## src/rtl/sequential_array_multiplier_pkg.sv

```systemverilog
// sequential_array_multiplier_pkg: shared FSM state type and sizing helpers
// for the iterative multiplier (iteration count, counter width, pow2 test).
package sequential_array_multiplier_pkg;

    typedef enum logic [1:0] {
        IDLE,
        MULTIPLY,
        DONE
    } mul_state_t;

    function automatic int calc_iter(input int width, input int per_stage);
        return width / per_stage;
    endfunction

    // A single-iteration configuration still needs a one-bit counter.
    function automatic int calc_cnt_w(input int iter);
        return (iter > 1) ? $clog2(iter) : 1;
    endfunction

    function automatic bit is_pow2(input int v);
        return (v > 0) && ((v & (v - 1)) == 0);
    endfunction

endpackage

```

## src/rtl/pipelined_array_multiplier_stage.sv

```systemverilog
// pipelined_array_multiplier_stage: one slice of an array multiplier.
// Ports: A, P bits of B, fed-back partial/carry in; new partial/carry and P result bits out.
module pipelined_array_multiplier_stage #(
    parameter int DATA_WIDTH        = 8,
    parameter int PRODUCT_PER_STAGE = 4
) (
    input  logic [DATA_WIDTH-1:0]        operand_A_i,
    input  logic [PRODUCT_PER_STAGE-1:0] operand_B_i,
    input  logic [DATA_WIDTH-2:0]        last_partial_prod_i,
    input  logic                         carry_i,
    output logic [DATA_WIDTH-2:0]        partial_prod_o,
    output logic                         carry_o,
    output logic [PRODUCT_PER_STAGE-1:0] final_result_bits_o
);

    localparam int W = DATA_WIDTH;
    localparam int P = PRODUCT_PER_STAGE;

    // {carry, partial} is the running upper W bits of the product. Each
    // row adds A gated by one B bit, retires the LSB as a result bit and
    // shifts the remaining sum down for the next row.
    logic [W-1:0] acc;
    logic [W:0]   row_sum;
    logic [P-1:0] bits;

    always_comb begin
        acc     = {carry_i, last_partial_prod_i};
        row_sum = '0;
        bits    = '0;
        for (int j = 0; j < P; j++) begin
            row_sum = {1'b0, acc}
                    + {1'b0, operand_A_i & {W{operand_B_i[j]}}};
            bits[j] = row_sum[0];
            acc     = row_sum[W:1];
        end
    end

    assign partial_prod_o      = acc[W-2:0];
    assign carry_o             = acc[W-1];
    assign final_result_bits_o = bits;

endmodule

```

## src/rtl/sequential_array_multiplier.sv

```systemverilog
// sequential_array_multiplier: iterative unsigned A*B reusing one array stage.
// Ports: clk_i, rst_i (sync high), operand_A_i/B_i + valid_i/ready_o in; result_o + valid_o/ready_i out.
module sequential_array_multiplier
    import sequential_array_multiplier_pkg::*;
#(
    parameter int DATA_WIDTH        = 8,
    parameter int PRODUCT_PER_STAGE = 4
) (
    input  logic                    clk_i,
    input  logic                    rst_i,
    input  logic [DATA_WIDTH-1:0]   operand_A_i,
    input  logic [DATA_WIDTH-1:0]   operand_B_i,
    input  logic                    valid_i,
    output logic                    ready_o,
    output logic [2*DATA_WIDTH-1:0] result_o,
    output logic                    valid_o,
    input  logic                    ready_i
);

    localparam int W     = DATA_WIDTH;
    localparam int P     = PRODUCT_PER_STAGE;
    localparam int ITER  = calc_iter(W, P);
    localparam int CNT_W = calc_cnt_w(ITER);
    localparam logic [CNT_W-1:0] LAST = CNT_W'(ITER - 1);

    if (!is_pow2(W) || (W < 4)) begin : g_bad_width
        $error("DATA_WIDTH must be a power of 2 and at least 4");
    end

    if (!is_pow2(P) || (P >= W) || ((W % P) != 0)) begin : g_bad_slice
        $error("PRODUCT_PER_STAGE must be a power of 2 below DATA_WIDTH");
    end

    mul_state_t     state_q;
    logic [CNT_W-1:0] cnt_q;
    logic [W-1:0]   a_q;
    logic [W-1:0]   b_q;
    logic [W-2:0]   partial_q;
    logic           carry_q;
    logic [W-1:0]   low_q;
    logic [2*W-1:0] result_q;
    logic           valid_q;
    logic           ready_q;

    logic [W-2:0]   stage_partial;
    logic           stage_carry;
    logic [P-1:0]   stage_bits;
    logic [W-1:0]   low_next;

    pipelined_array_multiplier_stage #(
        .DATA_WIDTH        (W),
        .PRODUCT_PER_STAGE (P)
    ) u_stage (
        .operand_A_i         (a_q),
        .operand_B_i         (b_q[P-1:0]),
        .last_partial_prod_i (partial_q),
        .carry_i             (carry_q),
        .partial_prod_o      (stage_partial),
        .carry_o             (stage_carry),
        .final_result_bits_o (stage_bits)
    );

    // New result bits enter at the top; after ITER shifts the
    // register holds the low half of the product.
    assign low_next = {stage_bits, low_q[W-1:P]};

    always_ff @(posedge clk_i) begin
        if (rst_i) begin
            state_q   <= IDLE;
            cnt_q     <= '0;
            a_q       <= '0;
            b_q       <= '0;
            partial_q <= '0;
            carry_q   <= 1'b0;
            low_q     <= '0;
            result_q  <= '0;
            valid_q   <= 1'b0;
            ready_q   <= 1'b1;
        end else begin
            unique case (state_q)
                IDLE: begin
                    if (valid_i && ready_q) begin
                        a_q       <= operand_A_i;
                        b_q       <= operand_B_i;
                        partial_q <= '0;
                        carry_q   <= 1'b0;
                        low_q     <= '0;
                        cnt_q     <= '0;
                        ready_q   <= 1'b0;
                        state_q   <= MULTIPLY;
                    end
                end
                MULTIPLY: begin
                    partial_q <= stage_partial;
                    carry_q   <= stage_carry;
                    b_q       <= b_q >> P;
                    low_q     <= low_next;
                    if (cnt_q == LAST) begin
                        // Captured separately so result_o holds
                        // while the next operation runs.
                        result_q <= {stage_carry, stage_partial,
                                     low_next};
                        valid_q  <= 1'b1;
                        state_q  <= DONE;
                    end else begin
                        cnt_q <= cnt_q + CNT_W'(1);
                    end
                end
                DONE: begin
                    if (ready_i) begin
                        valid_q <= 1'b0;
                        ready_q <= 1'b1;
                        state_q <= IDLE;
                    end
                end
                default: begin
                    state_q <= IDLE;
                end
            endcase
        end
    end

    assign ready_o  = ready_q;
    assign valid_o  = valid_q;
    assign result_o = result_q;

endmodule

```

## config.mk

```make
export PLATFORM = sky130hd
export DESIGN_NAME = sequential_array_multiplier
export DESIGN_NICKNAME = d
export VERILOG_FILES = /design/src/rtl/sequential_array_multiplier_pkg.sv /design/src/rtl/pipelined_array_multiplier_stage.sv /design/src/rtl/sequential_array_multiplier.sv
export SDC_FILE = /design/constraint.sdc
export NUM_CORES = 1
export LEC_CHECK = 0
export ABC_AREA = 1
export CORE_AREA = 2 2 85 87
export CTS_CLUSTER_DIAMETER = 150
export DETAILED_ROUTE_END_ITERATION = 16
export DIE_AREA = 0 0 87 89
export GPL_TIMING_DRIVEN = 0
export PLACE_DENSITY = 0.84
export SETUP_SLACK_MARGIN = 0.05
export SLEW_MARGIN = 20
export SYNTH_ARGS = -nofsm -noshare
export SYNTH_HDL_FRONTEND = slang
export SYNTH_SLANG_ARGS = --single-unit
```

## constraint.sdc

```tcl
create_clock -name clk_i -period 11.7 [get_ports clk_i]
set_input_delay 3.51 -clock clk_i [delete_from_list [all_inputs] [get_ports clk_i]]
set_output_delay 3.51 -clock clk_i [all_outputs]
set_load 0.02 [all_outputs]
```

==> metrics.cfg, run 1 <==
[timing]
final-hold-violation-count=0
timing.hold.ws_ns=0.455
worst_pin_slew_ns=0.511
setup_viol=0
tns_ns=0
slew_viol_final=0
rsz0062_at_grt=false
fin_crit_ns=4.99
fin_crit_sh=0.426
setup_ws_ns=6.71
maxSlewHeadroom=0.659
fmax_mhz=200
skew_ns=0.00669

[cells_and_area]
nNetsFinal=606
final_cell_mix=nand2_1 (152), inv_1 (77), dfxtp_1 (49), a21oi_1 (36), clkdlybuf4s50_1 (36)
fillCellCount=614
layout_commonest_cell=nand2_1
drive_above_1_share=0.0547
area_delta_synth_final_pct=16.9
fin_area_sq_um=4010
antennaDiodeCount=0

[drt]
drt-wirelength-per-cell_um=12.9
drt-total-wl_um=8080
met1Wirelength_um=3400
antenna_left=0
via_per_inst=5.18
drc=0
first_pass_iters=4
dr_wl_met2_um=4010
wl_met3_um=417
via_count=3250
highest_layer=met4
drtIter0Drc=153

[synth]
avgSynthCellArea_sq_um=6.81
ys_warn_count=0
synth_cell_types=36
ys_seq_area_frac=0.286
synth-seq-cells=49
synth_fp_nets=563
synth_cells=504
synth_area_sq_um=3430

[status]
status=finished clean

[grt]
grt_pass1_wl_um=13500
antenna_found_initial=0
grt_overflow=0
grt_max_degree=18
grt_pass1_vias=3063
track_usage=0.221

[floorplanning]
fp-row-count=30
die_y_um=89
start_util=0.511
top_level_ports=38
fp.dieArea_sq_um=7740
die_w_um=87
coreArea_sq_um=6720

[clocking]
cts_setup_buffers=0
root_buffer=clkbuf_8
cts.sinks=49
clk_pin_slew_ns=0.10
clk_path_buf_depth=2
cts_htree_levels=2
tritoncts=yes
cts_resized=0
cts_inserted_buffers=5
insertion_delay_ns=0.31
cts_hold_buffers=0

[setup_path]
critPathKind=flop to flop
end_kind=flop
crit_arrival_ns=5.17
cp_slowest_cell=fa_1
critPathMaxStageDelay_ns=0.41
worstRegToRegCells=30
cpMostUsedCell=nand2_1
path_max_fanout=9
r2r-start=b_q[0]$_SDFFE_PP0P_
start_kind=flop
startpoint=b_q[0]$_SDFFE_PP0P_
critPathRequiredTime_ns=11.88

[pwr]
power_leakage_nw=2.24
peakVddDrop_uv=88.4
power_density_nw_per_um2=107

[hold_path]
hold_path_depth=2
min-delay-start=valid_o$_SDFFE_PP0P_
hold_path_class=flop to flop

[flow_run]
drv_cap=0

[place]
dp_hpwl_um=6350
place_ws_ns=6.73
place_congestion=0.865
placed_area_sq_um=3890
io_buffer_count=36

==> cells in the mapped netlist <==
| cell | n | area share |
|---|---|---|
| or2_1 | 3 | 0.0055 |
| nor2_4 | 1 | 0.0033 |
| nand2_1 | 152 | 0.17 |
| nand3_4 | 1 | 0.0051 |
| nor2_1 | 34 | 0.037 |
| and2_1 | 1 | 0.0018 |
| nand4_1 | 3 | 0.0055 |
| nand3b_1 | 2 | 0.0044 |
| inv_2 | 3 | 0.0033 |
| nand3_1 | 25 | 0.036 |
| o21ai_2 | 1 | 0.0026 |
| inv_1 | 77 | 0.084 |
| clkbuf_1 | 6 | 0.0066 |
| o21ai_1 | 1 | 0.0015 |
| a31oi_1 | 6 | 0.011 |
| nand2_4 | 2 | 0.0066 |
| ha_1 | 35 | 0.13 |
| nor2_2 | 1 | 0.0018 |
| o211ai_1 | 3 | 0.0066 |
| a21o_1 | 5 | 0.011 |
| clkbuf_2 | 1 | 0.0015 |
| or2_2 | 2 | 0.0036 |
| fa_1 | 4 | 0.023 |
| o21ai_0 | 18 | 0.026 |
| buf_4 | 1 | 0.0022 |
| buf_2 | 3 | 0.0044 |
| dfxtp_1 | 49 | 0.29 |
| o311ai_0 | 1 | 0.0026 |
| buf_6 | 5 | 0.016 |
| o41ai_1 | 1 | 0.0026 |
| xor2_1 | 8 | 0.020 |
| o21a_1 | 3 | 0.0066 |
| xnor2_1 | 7 | 0.018 |
| a21oi_1 | 36 | 0.052 |
| o21bai_1 | 2 | 0.0044 |
| inv_6 | 1 | 0.0026 |
==> flip-flops by register name, indices dropped and copies added (netlist names) <==
signal / cells
cnt_q: 1
carry_q: 1
a_q: 8
state_q: 2
low_q: 4
valid_o: 1
result_o: 16
ready_o: 1
b_q: 8
partial_q: 7
==> through the flow <==
stage	total power, W	std cells	util
2_1_floorplan	0.000269	504	-
3_3_place_gp	0.000302	620	0.580
3_5_place_dp	0.000304	620	0.580
4_1_cts	0.000430	628	0.597
5_1_grt	0.000451	628	0.597
6_report	0.000429	628	0.597
==> layer usage <==
| layer | vias to the layer above | global-route usage |
|---|---|---|
| met5 | - | 0 |
| met4 | 0 | 0.0966 |
| met3 | 16 | 0.0295 |
| met2 | 100 | 0.404 |
| met1 | 1458 | 0.259 |
| li1 | 1676 | - |
==> logic make-up (layout without fill, tap and decap cells) <==
| kind of cell | after synthesis | in the layout | synth area share |
|---|---|---|---|
| fa+ha+maj | 39 | 39 | 0.151 |
| simple gates | 227 | 227 | 0.277 |
| flops | 49 | 49 | 0.286 |
| xor+xnor | 15 | 15 | 0.0383 |
| buf+inv | 97 | 141 | 0.121 |
| compound gates | 77 | 77 | 0.127 |
==> worst max-delay path: cells and delay by family, from the launching register on <==
family,cells,cell delay (ns)
and+or+nand+nor,12,1.26
AOI/OAI and AO/OA,5,0.84
adders and majority gates,5,1.48
buffers and inverters,6,0.60
xor gates and xnor gates,2,0.37
DFF,1,0.32
==> where the power goes <==
part | switching (W) | internal (W) | leakage [nW]
logic | 0.0000689 | 0.0000449 | 1.78
clock network | 0.0000618 | 0.0000656 | 0.0603
registers | 0.0000105 | 0.000178 | 0.399
total | 0.000141 | 0.000288 | 2.24
==> final timing paths <==
path / endpoint / slack [ns]
hold / removal: valid_o$_SDFFE_PP0P_ / 0.45
hold reg to reg: valid_o$_SDFFE_PP0P_ / 0.45
setup reg to reg: carry_q$_SDFFE_PP0P_ / 6.71
setup / recovery: carry_q$_SDFFE_PP0P_ / 6.71
==> area by class of cell <==
class	count	area, sq um	share of cell area
clock buffer	5	68.8	0.0171
inverter	81	309	0.0770
tap	80	100	0.0249
timing repair buffer	36	360	0.0898
multi-input combinational	358	2040	0.508
sequential	49	981	0.244
clock inverter	3	50.0	0.0125
buffer	16	106	0.0265
(Power assumes the default switching activity.)
==> inputs of run 2 (changes only) <==
Clock period 11.7 ns to 4.65 ns, I/O delays scaled along.
==> run 2 against run 1 <==
Critical path depth decreased by 6. Hold slack better by 0.0069 ns. Flip-flop and latch count did not move. Register-to-register slack got worse by 6.5 ns. First-iteration DRC count rose by 28%. Final cell count is 1.3% higher. Total power increased to 2.6 times the previous value. Non-clock buffer count grew 8. Critical path type unchanged.
==> metrics.cfg, run 2 (synthesized netlist as in run 1, its figures left out) <==
[status]
status=finished clean

[timing]
fmax_mhz=224
rsz0062_at_grt=true
maxSlewHeadroom=0.654
final-hold-violation-count=0
worst_pin_slew_ns=0.519
fin_crit_sh=0.959
skew_ns=0.0113
tns_ns=0
fin_crit_ns=4.46
setup_viol=0
slew_viol_final=0

[clocking]
cts_inserted_buffers=5
insertion_delay_ns=0.31
root_buffer=clkbuf_8
clk_pin_slew_ns=0.10
cts_hold_buffers=0
cts_htree_levels=2
clk_path_buf_depth=2
cts.sinks=49
tritoncts=yes

[place]
dp_hpwl_um=6350
io_buffer_count=36
place_congestion=0.865
placed_area_sq_um=3890

[cells_and_area]
nNetsFinal=614
fin_area_sq_um=4290
antennaDiodeCount=0
area_delta_synth_final_pct=24.9
final_cell_mix=nand2_1 (146), inv_1 (74), dfxtp_1 (47), clkdlybuf4s50_1 (36), nor2_1 (33)
drive_above_1_share=0.137
layout_commonest_cell=nand2_1
largest_reg_flops=16

[grt]
grt_pass1_wl_um=13500
grt_max_degree=18
track_usage=0.222
grt_overflow=0
antenna_found_initial=0
grt_pass1_vias=3072

[pwr]
p_clk_frac=0.288
power_density_nw_per_um2=260
p_sw_frac=0.332
combPwrFrac=0.284
power_leakage_nw=2.28
intPower_w=0.000746
pwr-share-seq=0.428
p_switching_w=0.000371
p_total_w=0.00112
peakVddDrop_uv=257

[flow_run]
drv_cap=0

[floorplanning]
fp.dieArea_sq_um=7740
coreArea_sq_um=6720
fp-row-count=30
die_y_um=89
start_util=0.511
top_level_ports=38
die_w_um=87

[setup_path]
r2r-start=b_q[0]$_SDFFE_PP0P_
critPathMaxStageDelay_ns=0.56
critPathKind=flop to flop
cp_cell_sequence=nand2_1, inv_1, ha_2, inv_2, fa_2, inv_2, ha_4, fa_2, buf_4, xor2_1, inv_1, fa_1, inv_1, nand3_1, nand2_1, xnor2_1, inv_1, ha_1, or2_1, and2_1, nand2_1, nand3_2, nand2_1, a21oi_1
cp_slowest_cell=fa_2
startpoint=b_q[0]$_SDFFE_PP0P_
end_kind=flop
start_kind=flop
path_max_fanout=6
crit_arrival_ns=4.63
critPathRequiredTime_ns=4.83

[drt]
drc=0
via_per_inst=5.20
drt-total-wl_um=8590
via_count=3306
drtIter0Drc=196
antenna_left=0
first_pass_iters=4
drt-wirelength-per-cell_um=13.5

[hold_path]
min-delay-start=valid_o$_SDFFE_PP0P_
hold_path_class=flop to flop

-- run 2: final cells by class --
| type | instances | area, sq um |
|---|---|---|
| fill | 562 | 2430 |
| multi-input combinational | 358 | 2240 |
| sequential | 49 | 988 |
| timing repair buffer | 45 | 428 |
| inverter | 81 | 309 |
| buffer | 15 | 103 |
| tap | 80 | 100 |
| clock buffer | 5 | 68.8 |
| clock inverter | 3 | 50.0 |
-- run 2: per-stage QoR --
step | hold slack (ns) | std cells | util | setup WS [ns]
finish | 0.462 | 636 | 0.638 | 0.190
CTS | 0.462 | 627 | 0.599 | 0.0552
global route | 0.482 | 636 | 0.638 | -0.0229
detailed placement | 0.441 | 620 | 0.580 | -0.317
floorplan | 0.439 | 504 | - | 0.282
global placement | 0.437 | 620 | 0.580 | -0.263
-- run 2: power by group through the flow --
stage / combinational, W / sequential (W) / clock [W]
after floorplan: 0.000195 / 0.000480 / 0
after global placement: 0.000277 / 0.000482 / 0
after detailed placement: 0.000283 / 0.000482 / 0
after CTS: 0.000284 / 0.000477 / 0.000323
after global routing: 0.000350 / 0.000481 / 0.000337
final: 0.000317 / 0.000478 / 0.000322
-- run 2: critical path: cells and delay by family (launching register included) --
family | cells | cell delay, ns
adder cells (fa/ha/maj) | 6 | 2.07
AND/OR/NAND/NOR | 8 | 0.94
buffers and inverters | 7 | 0.54
flip-flops | 1 | 0.39
XOR/XNOR | 2 | 0.30
AO/OA/AOI/OAI | 1 | 0.07
-- run 2: metal layers --
metal,wire (um),GRT usage,part of all wire,up-vias
met1,3590,0.260,0.42,1497
met2,4350,0.405,0.51,100
li1,-,-,-,1692
met4,232,0.0994,0.027,0
met3,427,0.0305,0.050,17
met5,0,0,0,-
-- run 2: timing repair --
| action | in CTS | in global routing |
|---|---|---|
| endpoints found under the setup margin | 9 | 10 |
| setup buffers | 0 | 9 |
| pin swaps | 0 | 16 |
| cloned | 0 | 0 |
| gates resized for setup | 5 | 37 |
-- run 2: worst paths after layout --
kind | to | slack [ns] | depth (start not counted)
worst max-delay path | carry_q$_SDFFE_PP0P_ | 0.19 | 24
worst min-delay path | valid_o$_SDFFE_PP0P_ | 0.46 | 2
worst max register to register | carry_q$_SDFFE_PP0P_ | 0.19 | 24
worst min register to register | valid_o$_SDFFE_PP0P_ | 0.46 | 2
==> inputs of run 3 (changes only) <==
Settings changed: SKIP_LAST_GASP set to 1.
==> results of run 3 <==
The final DEF is identical to that of run 2; final timing and power are the same.
